===== src/rtl/cmd_pkg.sv =====
// Constants shared by the GPIO command path: opcodes, cmdreg field layout and
// the sequencer state encoding.
package cmd_pkg;

    localparam logic [1:0] OP_READ   = 2'd0;
    localparam logic [1:0] OP_COMPL  = 2'd1;
    localparam logic [1:0] OP_OFFSET = 2'd2;
    localparam logic [1:0] OP_MULT   = 2'd3;

    localparam int GO_BIT   = 0;
    localparam int ELEM_LSB = 3;
    localparam int OP_LSB   = 6;
    localparam int ELEM_W   = 3;
    localparam int OP_W     = 2;

    localparam logic [1:0] ST_IDLE    = 2'd0;
    localparam logic [1:0] ST_ISSUE   = 2'd1;
    localparam logic [1:0] ST_WAIT    = 2'd2;
    localparam logic [1:0] ST_PRESENT = 2'd3;

    typedef struct packed {
        logic [OP_W-1:0]   code;
        logic [ELEM_W-1:0] elem;
        logic              go;
    } cmd_fields_t;

    function automatic cmd_fields_t decode_cmd(input logic [7:0] c);
        cmd_fields_t f;
        f.go   = c[GO_BIT];
        f.elem = c[ELEM_LSB +: ELEM_W];
        f.code = c[OP_LSB +: OP_W];
        return f;
    endfunction

endpackage


===== src/rtl/cmd_sequencer_edge_detect.sv =====
// Rising-edge detector for synchronized GPIO strobes. History resets low, so a
// level already high when reset releases reports one edge.
module edge_detect (
    input  logic clk,
    input  logic reset,
    input  logic sig_i,
    output logic rise_o
);

    logic prev_q;

    always_ff @(posedge clk or posedge reset) begin
        if (reset) begin
            prev_q <= 1'b0;
        end else begin
            prev_q <= sig_i;
        end
    end

    assign rise_o = sig_i & ~prev_q;

endmodule


===== src/rtl/cmd_sequencer.sv =====
// GPIO command front end: detects a go edge, fetches one BRAM word and presents
// it with the latched operands to the datapath over valid/ready.
module cmd_sequencer
    import cmd_pkg::*;
#(
    parameter int DATA_W = 32,
    parameter int ADDR_W = 32,
    parameter int RD_LAT = 2
) (
    input  logic              clk,
    input  logic              reset,
    input  logic [7:0]        cmdreg,
    input  logic [7:0]        mult_in,
    input  logic [7:0]        offset_in,
    output logic              bram_en,
    output logic [ADDR_W-1:0] bram_adr,
    input  logic [DATA_W-1:0] bram_rd,
    output logic              op_valid,
    input  logic              op_ready,
    output logic [1:0]        op_code,
    output logic [DATA_W-1:0] op_data,
    output logic [7:0]        op_mult,
    output logic [7:0]        op_offset,
    output logic              busy,
    output logic              done,
    output logic              cmd_dropped,
    output logic [1:0]        dbg_state
);

    // Handshake: op_valid rises only in PRESENT and then holds, with every op_*
    // field frozen, until the first cycle op_ready is high; that cycle is the
    // transfer. op_ready outside PRESENT has no effect.

    localparam int CNT_W = 3;

    cmd_fields_t cmd;
    logic        go_rise;

    logic [1:0]        state_q,     state_d;
    logic [CNT_W-1:0]  cnt_q,       cnt_d;
    logic              bram_en_q,   bram_en_d;
    logic [ADDR_W-1:0] bram_adr_q,  bram_adr_d;
    logic              op_valid_q,  op_valid_d;
    logic [1:0]        op_code_q,   op_code_d;
    logic [DATA_W-1:0] op_data_q,   op_data_d;
    logic [7:0]        op_mult_q,   op_mult_d;
    logic [7:0]        op_offset_q, op_offset_d;
    logic              busy_q,      busy_d;
    logic              done_q,      done_d;
    logic              dropped_q,   dropped_d;

    logic unused_cmd_bits;
    assign unused_cmd_bits = ^cmdreg[2:1];

    assign cmd = decode_cmd(cmdreg);

    edge_detect u_go_edge (
        .clk    (clk),
        .reset  (reset),
        .sig_i  (cmd.go),
        .rise_o (go_rise)
    );

    always_comb begin
        state_d     = state_q;
        cnt_d       = cnt_q;
        bram_en_d   = 1'b0;
        bram_adr_d  = bram_adr_q;
        op_valid_d  = op_valid_q;
        op_code_d   = op_code_q;
        op_data_d   = op_data_q;
        op_mult_d   = op_mult_q;
        op_offset_d = op_offset_q;
        done_d      = 1'b0;
        dropped_d   = dropped_q;

        case (state_q)
            ST_IDLE: begin
                if (go_rise) begin
                    op_code_d   = cmd.code;
                    op_mult_d   = mult_in;
                    op_offset_d = offset_in;
                    dropped_d   = 1'b0;
                    // Enable and address are registered, so they are set up on
                    // entry and are visible during the ISSUE cycle itself.
                    bram_en_d   = 1'b1;
                    bram_adr_d  = ADDR_W'({cmd.elem, 2'b00});
                    state_d     = ST_ISSUE;
                end
            end
            ST_ISSUE: begin
                cnt_d   = CNT_W'(RD_LAT);
                state_d = ST_WAIT;
            end
            ST_WAIT: begin
                cnt_d = cnt_q - 1'b1;
                if (cnt_q == CNT_W'(1)) begin
                    op_data_d  = bram_rd;
                    op_valid_d = 1'b1;
                    state_d    = ST_PRESENT;
                end
            end
            ST_PRESENT: begin
                if (op_valid_q && op_ready) begin
                    op_valid_d = 1'b0;
                    done_d     = 1'b1;
                    state_d    = ST_IDLE;
                end
            end
            default: begin
                state_d = ST_IDLE;
            end
        endcase

        // A new go outside IDLE (including the handshake cycle) is lost.
        if (go_rise && (state_q != ST_IDLE)) begin
            dropped_d = 1'b1;
        end

        busy_d = (state_d != ST_IDLE);
    end

    always_ff @(posedge clk or posedge reset) begin
        if (reset) begin
            state_q     <= ST_IDLE;
            cnt_q       <= '0;
            bram_en_q   <= 1'b0;
            bram_adr_q  <= '0;
            op_valid_q  <= 1'b0;
            op_code_q   <= '0;
            op_data_q   <= '0;
            op_mult_q   <= '0;
            op_offset_q <= '0;
            busy_q      <= 1'b0;
            done_q      <= 1'b0;
            dropped_q   <= 1'b0;
        end else begin
            state_q     <= state_d;
            cnt_q       <= cnt_d;
            bram_en_q   <= bram_en_d;
            bram_adr_q  <= bram_adr_d;
            op_valid_q  <= op_valid_d;
            op_code_q   <= op_code_d;
            op_data_q   <= op_data_d;
            op_mult_q   <= op_mult_d;
            op_offset_q <= op_offset_d;
            busy_q      <= busy_d;
            done_q      <= done_d;
            dropped_q   <= dropped_d;
        end
    end

    assign bram_en     = bram_en_q;
    assign bram_adr    = bram_adr_q;
    assign op_valid    = op_valid_q;
    assign op_code     = op_code_q;
    assign op_data     = op_data_q;
    assign op_mult     = op_mult_q;
    assign op_offset   = op_offset_q;
    assign busy        = busy_q;
    assign done        = done_q;
    assign cmd_dropped = dropped_q;
    assign dbg_state   = state_q;

endmodule

===== config.mk =====
export PLATFORM = sky130hd
export DESIGN_NAME = cmd_sequencer
export DESIGN_NICKNAME = d
export VERILOG_FILES = /design/src/rtl/cmd_pkg.sv /design/src/rtl/cmd_sequencer_edge_detect.sv /design/src/rtl/cmd_sequencer.sv
export SDC_FILE = /design/constraint.sdc
export NUM_CORES = 1
export LEC_CHECK = 0
export CORE_ASPECT_RATIO = 0.5
export CORE_MARGIN = 1.5
export CORE_UTILIZATION = 42
export CTS_CLUSTER_DIAMETER = 200
export CTS_CLUSTER_SIZE = 16
export DETAILED_ROUTE_END_ITERATION = 10
export HOLD_SLACK_MARGIN = 0.02
export PLACE_DENSITY = 0.95
export SYNTH_ARGS = -nofsm -noshare
export SYNTH_HDL_FRONTEND = slang
export SYNTH_SLANG_ARGS = --single-unit

===== constraint.sdc =====
create_clock -name clk -period 4.9 [get_ports clk]
set_input_delay 0.98 -clock clk [delete_from_list [all_inputs] [get_ports clk]]
set_output_delay 0.98 -clock clk [all_outputs]
set_load 0.02 [all_outputs]

==> flow_summary.toml <==
[drt]
antenna_violating_nets_left = 0
dr.first_iter.drc_count = 68
route.final.wire_length_um = 6750
vias = 1874
drt-vias-per-instance = 4.66
route.detailed.wl_per_inst_um = 16.8
drt-pass1-iter-count = 4
remaining_drc_errors = 0

[timing]
final_count_of_negative_setup_slack_endpoints = 0
timing.setup.tns_ns = 0
max_slew_margin = 0.477
report.final.slew_viol_count = 0
finClkSkew_ns = 0.00515
min_period_over_period = 0.497
timing_worst_slew_pin_value_ns = 0.785
timing_hold_violations_final = 0
grt_setup_unrepaired = "false"
fmaxAchievable_ghz = 0.411
period_needed_ns = 2.43

[clock_tree]
clock-root-buffer = "sky130_fd_sc_hd__clkbuf_16"
clock_edge_transition_at_the_registers_on_the_reported_setup_and_hold_paths_ns = 0.05
clock_buffer_count_from_cts = 9
cts_max_level = 3
clock_sinks = 64
cts-hold-fix-buffers = 0
clk_path_buf_depth = 2
cts_post_setup_buffers_inserted = 0
clock_latency_ns = 0.32
post_cts_resize_count = 0
cts_tree = "yes"

[hold_path]
hp-class = "reg -> reg"
worstHoldStart = "op_data[8]$_DFFE_PP0P_"

[layout]
nets = 374
finalCoreUtilization = 0.672
antenna_cells = 0
areaGrowthSynthToFinish_pct = 51.5
n_fill_cell = 393
drive_above_1_share = 0.226

[grt]
grt.total_usage = 0.194
gr-total-overflow = 0
first_global_vias = 1944
wire_length_of_the_first_global_routing_pass_um = 10100
grt_max_degree = 65
grt_antenna_before_repair = 0

[logic_synthesis]
synth_area_um2 = 2750
yosys.area_share.adder = 0.0227
synth_top_cell_by_area = "sky130_fd_sc_hd__dfrtp_1"
synth_top_family_by_area = "multiplexers"
synth.top_cells.by_area = "sky130_fd_sc_hd__dfrtp_1, sky130_fd_sc_hd__mux2_2, sky130_fd_sc_hd__buf_4"
yosys.area_share.simple = 0.0246
synthMuxAreaShare = 0.217
synth-xor-area-share = 0
synth_seq_cells = 64
distinct_cell_type_count_of_the_synthesized_netlist = 23
postSynthCellCount = 189
synth_compound_gate_area_share = 0.0364
synth.top_cell.area_share = 0.582
synth.yosys.seq_area_share = 0.582
yosysWarningCount = 0
synthesis.area_per_instance_um2 = 14.6

[placed_design]
hpwl_um = 4700
gp_routability_congestion = 0.752
buffer_ports.inserted = 116

[floorplan]
starting_density_of_the_core = 0.443
core_area_um2 = 6210
dieHeight_um = 60.2
floorplan.die.width_um = 117
placementRows = 20
io-pin-count = 148
fp.dieArea_um2 = 7070

[setup_path]
worstPathBufferInverterCount = 1
worstPathCellList = "clkdlybuf4s50_1"
worstSetupStartpoint = "dbg_state[0]$_DFF_PP0_"
worstSetupStartpointType = "flip-flop"
worstReg2RegStart = "dbg_state[0]$_DFF_PP0_"
crit_path_end_kind = "primary output"
reg2reg_setup_slack_ns = 2.90
worst-setup-path-type = "reg -> out"
worst-path-max-fanout = 7
critical_path_required_ns = 3.92
timing.critical_path.max_delay_family = "buffers and inverters"
crit_arrival_ns = 1.45
max_stage_delay_ns = 0.68
crit_slowest_cell = "sky130_fd_sc_hd__clkdlybuf4s50_1"

[power_and_ir_drop]
power.ir.vdd_worst_mv = 0.239
p_per_area_nw_per_um2 = 705
leakage_nw = 1.85

[run]
cap_violations = 0

[run_status]
run_status = "completed"
## layer usage
| layer | up-vias | routed length (um) | global-route usage |
|---|---|---|---|
| met1 | 959 | 2480 | 0.198 |
| met3 | 15 | 319 | 0.0687 |
| li1 | 832 | - | - |
| met2 | 68 | 3810 | 0.381 |
| met5 | - | 0 | 0 |
| met4 | 0 | 141 | 0.0732 |
## state kept, by name, summed over array words and instances (netlist names), 2 cells and up
name / count
op_code: 2
bram_adr: 3
cnt_q: 3
dbg_state: 2
op_mult: 8
op_offset: 8
op_data: 32
## kinds of logic (layout without fill, tap and decap cells)
group | Yosys count | in the layout
compound gates | 13 | 13
flops | 64 | 64
mux | 53 | 53
simple gates | 10 | 10
buf+inv | 43 | 140
fa+ha+maj | 5 | 5
other cells | 1 | 29
## through the flow
stage / cell area [um2] / setup WS [ns] / std cells / hold WS [ns] / total power (W)
floorplan: 2860 / 2.32 / 217 / 0.489 / 0.00162
global placement: 3850 / 2.39 / 387 / 0.485 / 0.00217
detailed placement: 3850 / 2.35 / 387 / 0.491 / 0.00225
CTS: 4170 / 2.46 / 402 / 0.503 / 0.00296
global route: 4170 / 2.42 / 402 / 0.513 / 0.00307
finish: 4170 / 2.47 / 402 / 0.500 / 0.00294
## synthesized netlist by cell type (all sizes together)
library cell / n
nor2: 4
o31a: 1
nand3b: 2
o32a: 2
inv: 8
o21ai: 4
conb: 1
clkbuf: 3
dfrtp: 64
a32o: 1
a31oi: 2
ha: 5
and3: 1
nand2: 1
a21boi: 1
a2111o: 1
o21ba: 1
mux2: 53
nand3: 1
buf: 32
nor2b: 1
## placed cells by master (no fill, tap or decap)
cell type	netlist	routed
sky130_fd_sc_hd__o21ba_1	1	1
sky130_fd_sc_hd__nor2b_1	1	1
sky130_fd_sc_hd__clkdlybuf4s50_1	0	116
sky130_fd_sc_hd__clkbuf_16	0	9
sky130_fd_sc_hd__clkbuf_8	3	2
sky130_fd_sc_hd__mux2_2	53	53
sky130_fd_sc_hd__a31oi_1	2	2
sky130_fd_sc_hd__buf_4	30	1
sky130_fd_sc_hd__nor2_1	4	4
sky130_fd_sc_hd__nand3b_4	1	1
sky130_fd_sc_hd__and3_1	1	1
sky130_fd_sc_hd__clkbuf_1	0	1
sky130_fd_sc_hd__o32a_1	2	2
sky130_fd_sc_hd__nand3b_2	1	1
sky130_fd_sc_hd__inv_1	8	7
sky130_fd_sc_hd__bufinv_16	0	2
sky130_fd_sc_hd__dfrtp_1	64	64
sky130_fd_sc_hd__o31a_1	1	1
sky130_fd_sc_hd__nand3_1	1	1
sky130_fd_sc_hd__clkinv_2	0	1
sky130_fd_sc_hd__a21boi_0	1	1
sky130_fd_sc_hd__nand2_1	1	1
sky130_fd_sc_hd__conb_1	1	29
sky130_fd_sc_hd__a2111o_1	1	1
sky130_fd_sc_hd__a32o_1	1	1
sky130_fd_sc_hd__inv_2	0	1
sky130_fd_sc_hd__o21ai_0	4	4
sky130_fd_sc_hd__ha_1	5	5
## final cells by class
type | instances | area (um2) | area share
Inverter | 8 | 30.0 | 0.00721
Timing Repair Buffer | 117 | 1170 | 0.280
Multi-Input combinational cell | 110 | 936 | 0.225
Tap cell | 88 | 110 | 0.0264
Clock inverter | 3 | 65.1 | 0.0156
Clock buffer | 12 | 256 | 0.0615
Sequential cell | 64 | 1600 | 0.384
## report_power, final
| part | switching, W | internal (W) | total [W] | leakage, nW |
|---|---|---|---|---|
| Sequential | 0.000151 | 0.000785 | 0.000936 | 0.757 |
| Combinational | 0.000637 | 0.000684 | 0.00132 | 0.938 |
| Clock | 0.000211 | 0.000469 | 0.000680 | 0.159 |
| Total | 0.00100 | 0.00194 | 0.00294 | 1.85 |
## path summary, 6_finish.rpt
path	depth (start not counted)	end
min reg2reg	1	op_data[8]$_DFFE_PP0P_
max in group asynchronous	3	op_mult[7]$_DFFE_PP0P_
min in group asynchronous	3	op_mult[3]$_DFFE_PP0P_
min	1	op_data[8]$_DFFE_PP0P_
max reg2reg	5	dbg_state[0]$_DFF_PP0_
max	1	dbg_state[0]
Note: power is estimated with default switching activity, not from simulation.
